<file path="config.mk">
export PLATFORM = sky130hd
export DESIGN_NAME = hazard_ctrl
export DESIGN_NICKNAME = d
export VERILOG_FILES = /design/src/rtl/hazard_pkg.sv /design/src/rtl/mdu_sequencer.sv /design/src/rtl/hazard_ctrl.sv
export SDC_FILE = /design/constraint.sdc
export NUM_CORES = 1
export LEC_CHECK = 0
export ABC_CLOCK_PERIOD_IN_PS = 3360
export BUFFER_PORTS_ARGS = -buffer_cell sky130_fd_sc_hd__buf_2
export CORE_UTILIZATION = 55
export DETAILED_ROUTE_END_ITERATION = 16
export GPL_TIMING_DRIVEN = 0
export PLACE_DENSITY = 0.95
export REMOVE_ABC_BUFFERS = 1
export SLEW_MARGIN = 10
export SYNTH_ARGS = -nofsm -noshare
export SYNTH_HDL_FRONTEND = slang
export SYNTH_SLANG_ARGS = --single-unit
</file>
<file path="constraint.sdc">
create_clock -name clk -period 3.36 [get_ports clk]
set_input_delay 0.168 -clock clk [delete_from_list [all_inputs] [get_ports clk]]
set_output_delay 0.168 -clock clk [all_outputs]
set_load 0.1 [all_outputs]
</file>
<file path="src/rtl/hazard_pkg.sv">
// Shared definitions for the pipeline hazard controller and its MDU sequencer.
package hazard_pkg;

  typedef enum logic {
    MD_IDLE = 1'b0,
    MD_BUSY = 1'b1
  } md_state_e;

  localparam int MUL_CYCLES_DEF = 4;
  localparam int DIV_CYCLES_DEF = 16;
  localparam logic [4:0] REG_ZERO = 5'd0;

  function automatic logic reg_match(input logic [4:0] r,
                                     input logic [4:0] rs,
                                     input logic [4:0] rt,
                                     input logic       use_rs,
                                     input logic       use_rt);
    return (r != REG_ZERO) && ((r == rs && use_rs) || (r == rt && use_rt));
  endfunction

endpackage

</file>
<file path="src/rtl/mdu_sequencer.sv">
// Busy/done timing for the multi-cycle mult/div unit.
//   state   | meaning
//   MD_IDLE | no MDU op in flight
//   MD_BUSY | op in flight; cnt_q counts down to the final (done) cycle
module mdu_sequencer
  import hazard_pkg::*;
#(
  parameter int MUL_CYCLES = MUL_CYCLES_DEF,
  parameter int DIV_CYCLES = DIV_CYCLES_DEF
) (
  input  logic clk,
  input  logic rst_n,
  input  logic start_i,
  input  logic is_div_i,
  output logic busy_o,
  output logic done_o
);

  localparam int MAX_CYC  = (MUL_CYCLES > DIV_CYCLES) ? MUL_CYCLES : DIV_CYCLES;
  localparam int CNT_BITS = $clog2(MAX_CYC);

  md_state_e           state_q;
  logic [CNT_BITS-1:0] cnt_q;
  logic [CNT_BITS-1:0] cnt_load_d;
  logic                done_q;

  assign cnt_load_d = is_div_i ? CNT_BITS'(DIV_CYCLES - 1) : CNT_BITS'(MUL_CYCLES - 1);

  always_ff @(posedge clk or negedge rst_n) begin
    if (!rst_n) begin
      state_q <= MD_IDLE;
      cnt_q   <= '0;
      done_q  <= 1'b0;
    end else begin
      done_q <= 1'b0;
      case (state_q)
        MD_IDLE: begin
          if (start_i) begin
            state_q <= MD_BUSY;
            cnt_q   <= cnt_load_d;
          end
        end
        MD_BUSY: begin
          if (cnt_q == '0) begin
            // A start in the done cycle reloads with no idle gap.
            if (start_i) begin
              cnt_q <= cnt_load_d;
            end else begin
              state_q <= MD_IDLE;
            end
          end else begin
            cnt_q  <= cnt_q - CNT_BITS'(1);
            done_q <= (cnt_q == CNT_BITS'(1));
          end
        end
        default: state_q <= MD_IDLE;
      endcase
    end
  end

  assign busy_o = (state_q == MD_BUSY);
  assign done_o = done_q;

endmodule

</file>
<file path="src/rtl/hazard_ctrl.sv">
// Stall/bubble/flush decisions for hazards forwarding cannot cover, plus
// MDU sequencing and a saturating stall-cycle counter.
module hazard_ctrl
  import hazard_pkg::*;
#(
  parameter int MUL_CYCLES = MUL_CYCLES_DEF,
  parameter int DIV_CYCLES = DIV_CYCLES_DEF,
  parameter int CNT_W      = 32
) (
  input  logic             clk,
  input  logic             rst_n,
  input  logic [4:0]       ID_Rs,
  input  logic [4:0]       ID_Rt,
  input  logic             ID_UsesRs,
  input  logic             ID_UsesRt,
  input  logic             ID_IsBranch,
  input  logic             ID_BranchTaken,
  input  logic             ID_MdStart,
  input  logic             ID_MdIsDiv,
  input  logic             ID_MdUse,
  input  logic [4:0]       EX_writeimport,
  input  logic             EXRegWr,
  input  logic             EX_MemRead,
  input  logic [4:0]       ME_writeimport,
  input  logic             ME_MemRead,
  output logic             PC_Wr,
  output logic             IFID_Wr,
  output logic             IFID_Flush,
  output logic             IDEX_Flush,
  output logic             MdBusy,
  output logic             MdDone,
  output logic [CNT_W-1:0] StallCnt
);

  logic ex_match, me_match;
  logic lu, bex, bme, md, stall;
  logic [CNT_W-1:0] stall_cnt_q;

  assign ex_match = reg_match(EX_writeimport, ID_Rs, ID_Rt, ID_UsesRs, ID_UsesRt);
  assign me_match = reg_match(ME_writeimport, ID_Rs, ID_Rt, ID_UsesRs, ID_UsesRt);

  assign lu    = EX_MemRead && EXRegWr && ex_match;
  assign bex   = ID_IsBranch && EXRegWr && ex_match;
  assign bme   = ID_IsBranch && ME_MemRead && me_match;
  assign md    = ID_MdUse && MdBusy && !MdDone;
  assign stall = lu | bex | bme | md;

  assign PC_Wr      = !stall;
  assign IFID_Wr    = !stall;
  assign IDEX_Flush = stall;
  assign IFID_Flush = ID_BranchTaken && !stall;

  mdu_sequencer #(
    .MUL_CYCLES(MUL_CYCLES),
    .DIV_CYCLES(DIV_CYCLES)
  ) u_mdu (
    .clk     (clk),
    .rst_n   (rst_n),
    .start_i (ID_MdStart && !stall),
    .is_div_i(ID_MdIsDiv),
    .busy_o  (MdBusy),
    .done_o  (MdDone)
  );

  always_ff @(posedge clk or negedge rst_n) begin
    if (!rst_n) begin
      stall_cnt_q <= '0;
    end else if (stall && (stall_cnt_q != '1)) begin
      stall_cnt_q <= stall_cnt_q + CNT_W'(1);
    end
  end

  assign StallCnt = stall_cnt_q;

endmodule

</file>
**After elaboration in Yosys (flattened, before gate mapping)**

Cells that the tools add are included.

- Input port bits: 32
- Register bits: 38
- Logic and storage cells: 49
- Output and inout port bits: 38

- $add $sub $neg: 2
- Reductions and logical operators: 24
- Equality and inequality tests: 6
- Multiplexer cells: 9
- Bitwise operators: 4

Operators by type and width:

| operator | number |
|---|---|
| adder 32 x 1 -> 32 bit, second input constant | 1 |
| != test 32 bit, second input constant | 1 |
| equality test 5 bit | 4 |
| logical AND 1 bit | 17 |
| 2-to-1 mux 4 bit | 3 |
| nonzero test 5 bit | 2 |
| one-hot mux 4 bit (2 select lines) | 1 |
| equality test 4 x 1 -> 1 bit, second input constant | 1 |
| zero test 4 bit | 1 |
| 2-to-1 mux 1 bit | 4 |
| subtractor 4 x 1 -> 4 bit, second input constant | 1 |
| OR 1 bit | 3 |
| zero test 1 bit | 2 |
| logical OR 1 bit | 2 |
| one-hot mux 1 bit (2 select lines) | 1 |
| inverter 1 bit | 1 |

**Depth between registers and ports, before layout**

- Depth in word-level cells: 13
- Gate-level depth with buffers: 11
- Mapped depth without buffers: 8

**Modules after synthesis**

From an unflattened synthesis, not the netlist that was laid out.

- Cell total of the unflattened synthesis: 217
- Area total of the unflattened synthesis: 2248.4 sq um

Modules (own cells, without submodules):

| module | area each (sq um) | seq. area each (sq um) | cells each | instances |
|---|---|---|---|---|
| hazard_ctrl | 1920.6 | 800.8 | 189 | 1 |
| mdu_sequencer | 327.8 | 150.1 | 28 | 1 |

**Least setup slack after synthesis**

OpenSTA, ideal clock, no wires.

- Path kind: register to output
- Start: register u_mdu.done_q, in the netlist u_mdu.done_o
- End: output IDEX_Flush
- Arrival: 2.953 ns
- Slack: 0.239 ns
- Required time: 3.192 ns
- Path buffers: 0
- Cell stages (with the launch flop): 5
- Cell sequence: dfrtp_1 > nand3b_1 > o21ai_2 > nor2_2 > inv_1

- Cells in the longest elaborated chain, start to end: 3

RTL lines:

| element | RTL line | RTL |
|---|---|---|
| from (decl) | mdu_sequencer.sv:25 | `logic done_q;` |
| from (signal assigned) | mdu_sequencer.sv:53 | `done_q <= (cnt_q == CNT_BITS'(1));` |
| zero test 1 bit | hazard_ctrl.sv:45 | `assign md = ID_MdUse && MdBusy && !MdDone;` |
| logical AND 1 bit | hazard_ctrl.sv:45 |  |
| OR 1 bit | hazard_ctrl.sv:46 | `assign stall = lu \| bex \| bme \| md;` |
| to (decl) | hazard_ctrl.sv:29 | `output logic IDEX_Flush,` |

No other way between the ends.

**Worst setup path in the final report**

- Start: input EX_writeimport[1]
- End: output IFID_Flush

- Cells in the longest elaborated chain, start to end: 10
- Elaborated cells on any way between the ends: 14
- Classes of those cells: eq/ne: 2; bitwise: 3; reduce/logical: 9

RTL lines:

| element | RTL line | RTL |
|---|---|---|
| from (decl) | hazard_ctrl.sv:21 | `input logic [4:0] EX_writeimport,` |
| equality test 5 bit | hazard_pkg.sv:18 | `return (r != REG_ZERO) && ((r == rs && use_rs) \|\| (r == rt && use_rt));` |
| logical AND 1 bit | hazard_pkg.sv:18 |  |
| logical OR 1 bit | hazard_pkg.sv:18 |  |
| logical AND 1 bit * | hazard_pkg.sv:18 |  |
| logical AND 1 bit (on tied branches) | hazard_ctrl.sv:42, hazard_ctrl.sv:43 |  |
| OR 1 bit * (3 in a row) | hazard_ctrl.sv:46 |  |
| zero test 1 bit * | hazard_ctrl.sv:51 | `assign IFID_Flush = ID_BranchTaken && !stall;` |
| logical AND 1 bit * | hazard_ctrl.sv:51 |  |
| to (decl) | hazard_ctrl.sv:28 | `output logic IFID_Flush,` |

Every way passes the cells marked *; elsewhere a longest branch is shown, timed or not.

==> results by group <==
Cells and area
  – Fill count: about 310
  – Area delta synth->final: 21.5%
  – Design area: 0.00269 mm^2
  – Final non-filler cell total: 349
  – Share of layout cells above drive strength 1: approximately 31%
  – Nets@finish: approximately 340
  – Antenna diode count: 0
  – Register area: roughly 950 um^2
  – Area of the multi-input gates: 0.00119 mm^2
  – Layout Utilization: just over 70%

Synthesis
  – Mean post-synth cell area: about 9.7 um^2
  – Post-synthesis mux area share: 1.02%
  – Commonest register cell after synthesis: dfrtp_1
  – Syn Std Cell Area: 0.00221 mm^2
  – Synth Area in Simple Gates: around 24%
  – Xor/xnor cell area share of the yosys netlist: about a fifth
  – Synth Instances: 229
  – FFs w/ async S/R, synth: between 90% and 100%
  – Compound-Gate Fraction of Synth Area: roughly 6.4%
  – Register area share after synthesis: a little over two fifths
  – Adder-Cell Fraction of Synth Area: around 1.7%
  – Post-synth EDFFs: 0
  – Synthesized flop and latch total: 38
  – Yosys cell types: between 40 and 50
  – Largest family of logic cells by synthesized area: simple AND/OR/NAND/NOR gates
  – Yosys warning count: 0

Clock tree
  – Clock tree buffer depth: 2
  – CTS tree: done
  – CTS H-tree lvls: 2
  – Resized Gates After CTS: 0
  – CTS Sinks: 38
  – CTS buffer count: 5
  – Clk_lat worst skew: 290 ps
  – Root Buffer: clkbuf_8
  – Clock Pin Slew Worst Setup and Hold Paths: roughly 70 ps

Setup path
  – WP data arrival: roughly 2200 ps
  – Crit path top cell by count: buf_2
  – WP data required: between 3000 and 4000 ps
  – Worst setup EP type: output port
  – WS Path Type: in2out
  – Worst path max stage delay: 580 ps
  – Kind of start point of the critical path: primary input
  – CP max FO: 11
  – Crit path max-delay family: simple AND/OR/NAND/NOR gates
  – CP bufs+invs: 2
  – CP max-delay cell: or4_1
  – R2R Setup Slk: 1000 ps
  – Cell chain of the critical path: buf_2, or4_1, o221ai_1, o21ai_2, nor2_2, and2_2, buf_2

Timing
  – Min Clock Period, post-route: approximately 2400 ps
  – Final max-slew violation count: 0
  – Max frequency: between 400 and 500 MHz
  – Final Setup Violations: 0
  – Clock Skews: approximately 5.4 ps
  – Worst-Margin Slew: ~840 ps
  – Hold Fails Final Rpt: 0
  – RSZ-0062 raised after global routing: false
  – Hold WS: about 200 ps
  – Final period utilization: between 70% and 80%
  – Relative slew slack: between 40 and 50%

Routing
  – Router iterations before antenna repair: 4
  – Total Wirelength: just under 5000 um
  – DRT antenna net count: 0
  – DRC Markers: 0
  – Post-DR wirelength/cell: 14.2 um
  – Vias post-DR: ~1,900
  – Vias/cell: 5.40
  – Starting DRC count in detailed routing: 82

Floorplan
  – Site Rows: 22
  – Die Span Y: 65.4 um
  – Core region area: ~0.0038 mm^2
  – Initial Util: roughly three fifths
  – IO Pins: 70
  – Die ar.: 0.00428 mm^2
  – Die W: around 65 um

Job
  – Maxcap violations: 0

Placed design
  – Placed cell count: between 300 and 400
  – # port buffers: 69
  – Gpl congestion: about 0.83
  – Area post-placement: roughly 0.0026 mm^2
  – Final HPWL DP: between 3000 and 4000 um

Power and ir drop
  – Register share of total power: about 33%
  – Net load switching power: 0.000952 W
  – Sw frac: ~50%
  – Pint: 0.000898 W
  – Pwr/cell area: slightly below 700 mW/mm^2
  – Clk pwr share: between 10% and 20%
  – Power share of the combinational group: between 40 and 50%
  – Leakage: between 1 and 1.5 nW
  – Total Power: between 0.0015 and 0.002 W
  – Peak VDD IR: 0.503 mV

Min path
  – Hold Path Class: in2reg

GRT
  – Largest net degree at the start of global routing: 39
  – GRT Overall Usage: between 20% and 30%
  – First-pass GRT wire length: approximately 8300 um
  – Grt ovf: 0
  – Vias in the first global route: around 1,900
  – Initial antenna violation count: 0

Run status
  – Outcome: completed
==> synthesized netlist by cell type (2+ instances only) <==
library cell	count	share of area, %
xor2_1	39	15
dfrtp_1	38	43
nor2_1	21	3.6
nand2_1	16	2.7
nand3_1	16	3.6
inv_1	12	2.0
xnor2_1	11	4.4
nor3_1	10	2.3
and3_1	6	1.7
nand4_1	5	1.4
nor4_2	5	2.8
o21ai_0	4	0.90
a21oi_1	3	0.68
and2_2	3	1.0
ha_1	3	1.7
nor4_1	3	0.85
or2_2	3	0.85
and2_1	2	0.57
buf_4	2	0.68
clkbuf_1	2	0.34
mux2_2	2	1.0
o21ai_2	2	0.79
or4_1	2	0.68
==> worst min-delay path: stages <==
cell and delay, ps:
buf_2 120, nand2_1 90, nand2_1 70
==> flip-flops by register name (all words and copies together) (netlist names) <==
signal,cells
StallCnt,32
u_mdu.cnt_q,4
u_mdu.busy_o,1
u_mdu.done_o,1
==> cells in the final DEF, fill, tap and decap left out, drive strengths merged, types with 8 or more instances in the layout <==
cell and n:
buf 69, xor2 39, nand3 16, dfrtp 38, nor4 8, nor3 10
inv 12, nand2 16, xnor2 11, nor2 22
==> per-stage QoR <==
stage          setup TNS, ps  worst slack [ps]
6_report                   0               989
5_1_grt                    0               830
4_1_cts                    0               861
3_5_place_dp               0               671
3_3_place_gp               0               716
2_1_floorplan          -1810              -777
==> worst paths after layout <==
kind | end | startpoint | depth (start not counted)
worst max register to register | StallCnt[1] | StallCnt[0] | 7
worst min register to register | StallCnt[4] | StallCnt[4] | 1
worst min-delay path | u_mdu.busy_o | ID_MdStart | 3
worst max-delay path | IFID_Flush | EX_writeimport[1] | 7
min in group asynchronous | StallCnt[16] | rst_n | 2
max in group asynchronous | StallCnt[9] | rst_n | 2
==> cell type report <==
cell class / count / area share [%]
clock buffers: 7 / 3.21
well taps: 48 / 2.23
clock inverters: 1 / 0.186
inverters: 12 / 1.68
repair buffers: 70 / 13.2
multi-input cells: 173 / 44.1
flip-flops and latches: 38 / 35.4
==> repair_timing <==
action | 4_1_cts | 5_1_grt
hold buffers | 1 | 0
endpoints found under the hold margin | 7 | 0
buffers inserted | 0 | 0
==> metal layers <==
layer  wire, um  vias up  global-route usage (%)  part of all wire (%)
li1           -      924                       -                     -
met3        318        5                    6.08                   6.4
met4         51        0                    7.88                   1.0
met5          0        -                       0                     0
met1       2100      890                    29.2                    42
met2       2490       64                    46.8                    50
==> cells by family (layout without fill, tap and decap cells) <==
kind of cell    after synthesis  in the layout
compound gates               19             19
buf+inv                      18             90
flops                        38             38
simple gates                 99             99
xor+xnor                     50             50
fa+ha+maj                     3              3
mux                           2              2
==> power by group through the flow <==
| stage | logic, W | registers [W] | clock network, W |
|---|---|---|---|
| after floorplan | 0.000413 | 0.000926 | 0 |
| after global routing | 0.000985 | 0.000620 | 0.000343 |
| after global placement | 0.000885 | 0.000608 | 0 |
| final | 0.000923 | 0.000608 | 0.000319 |
| after detailed placement | 0.000919 | 0.000615 | 0 |
| after CTS | 0.000922 | 0.000606 | 0.000327 |
No activity file was read; power rests on OpenSTA's default activity.
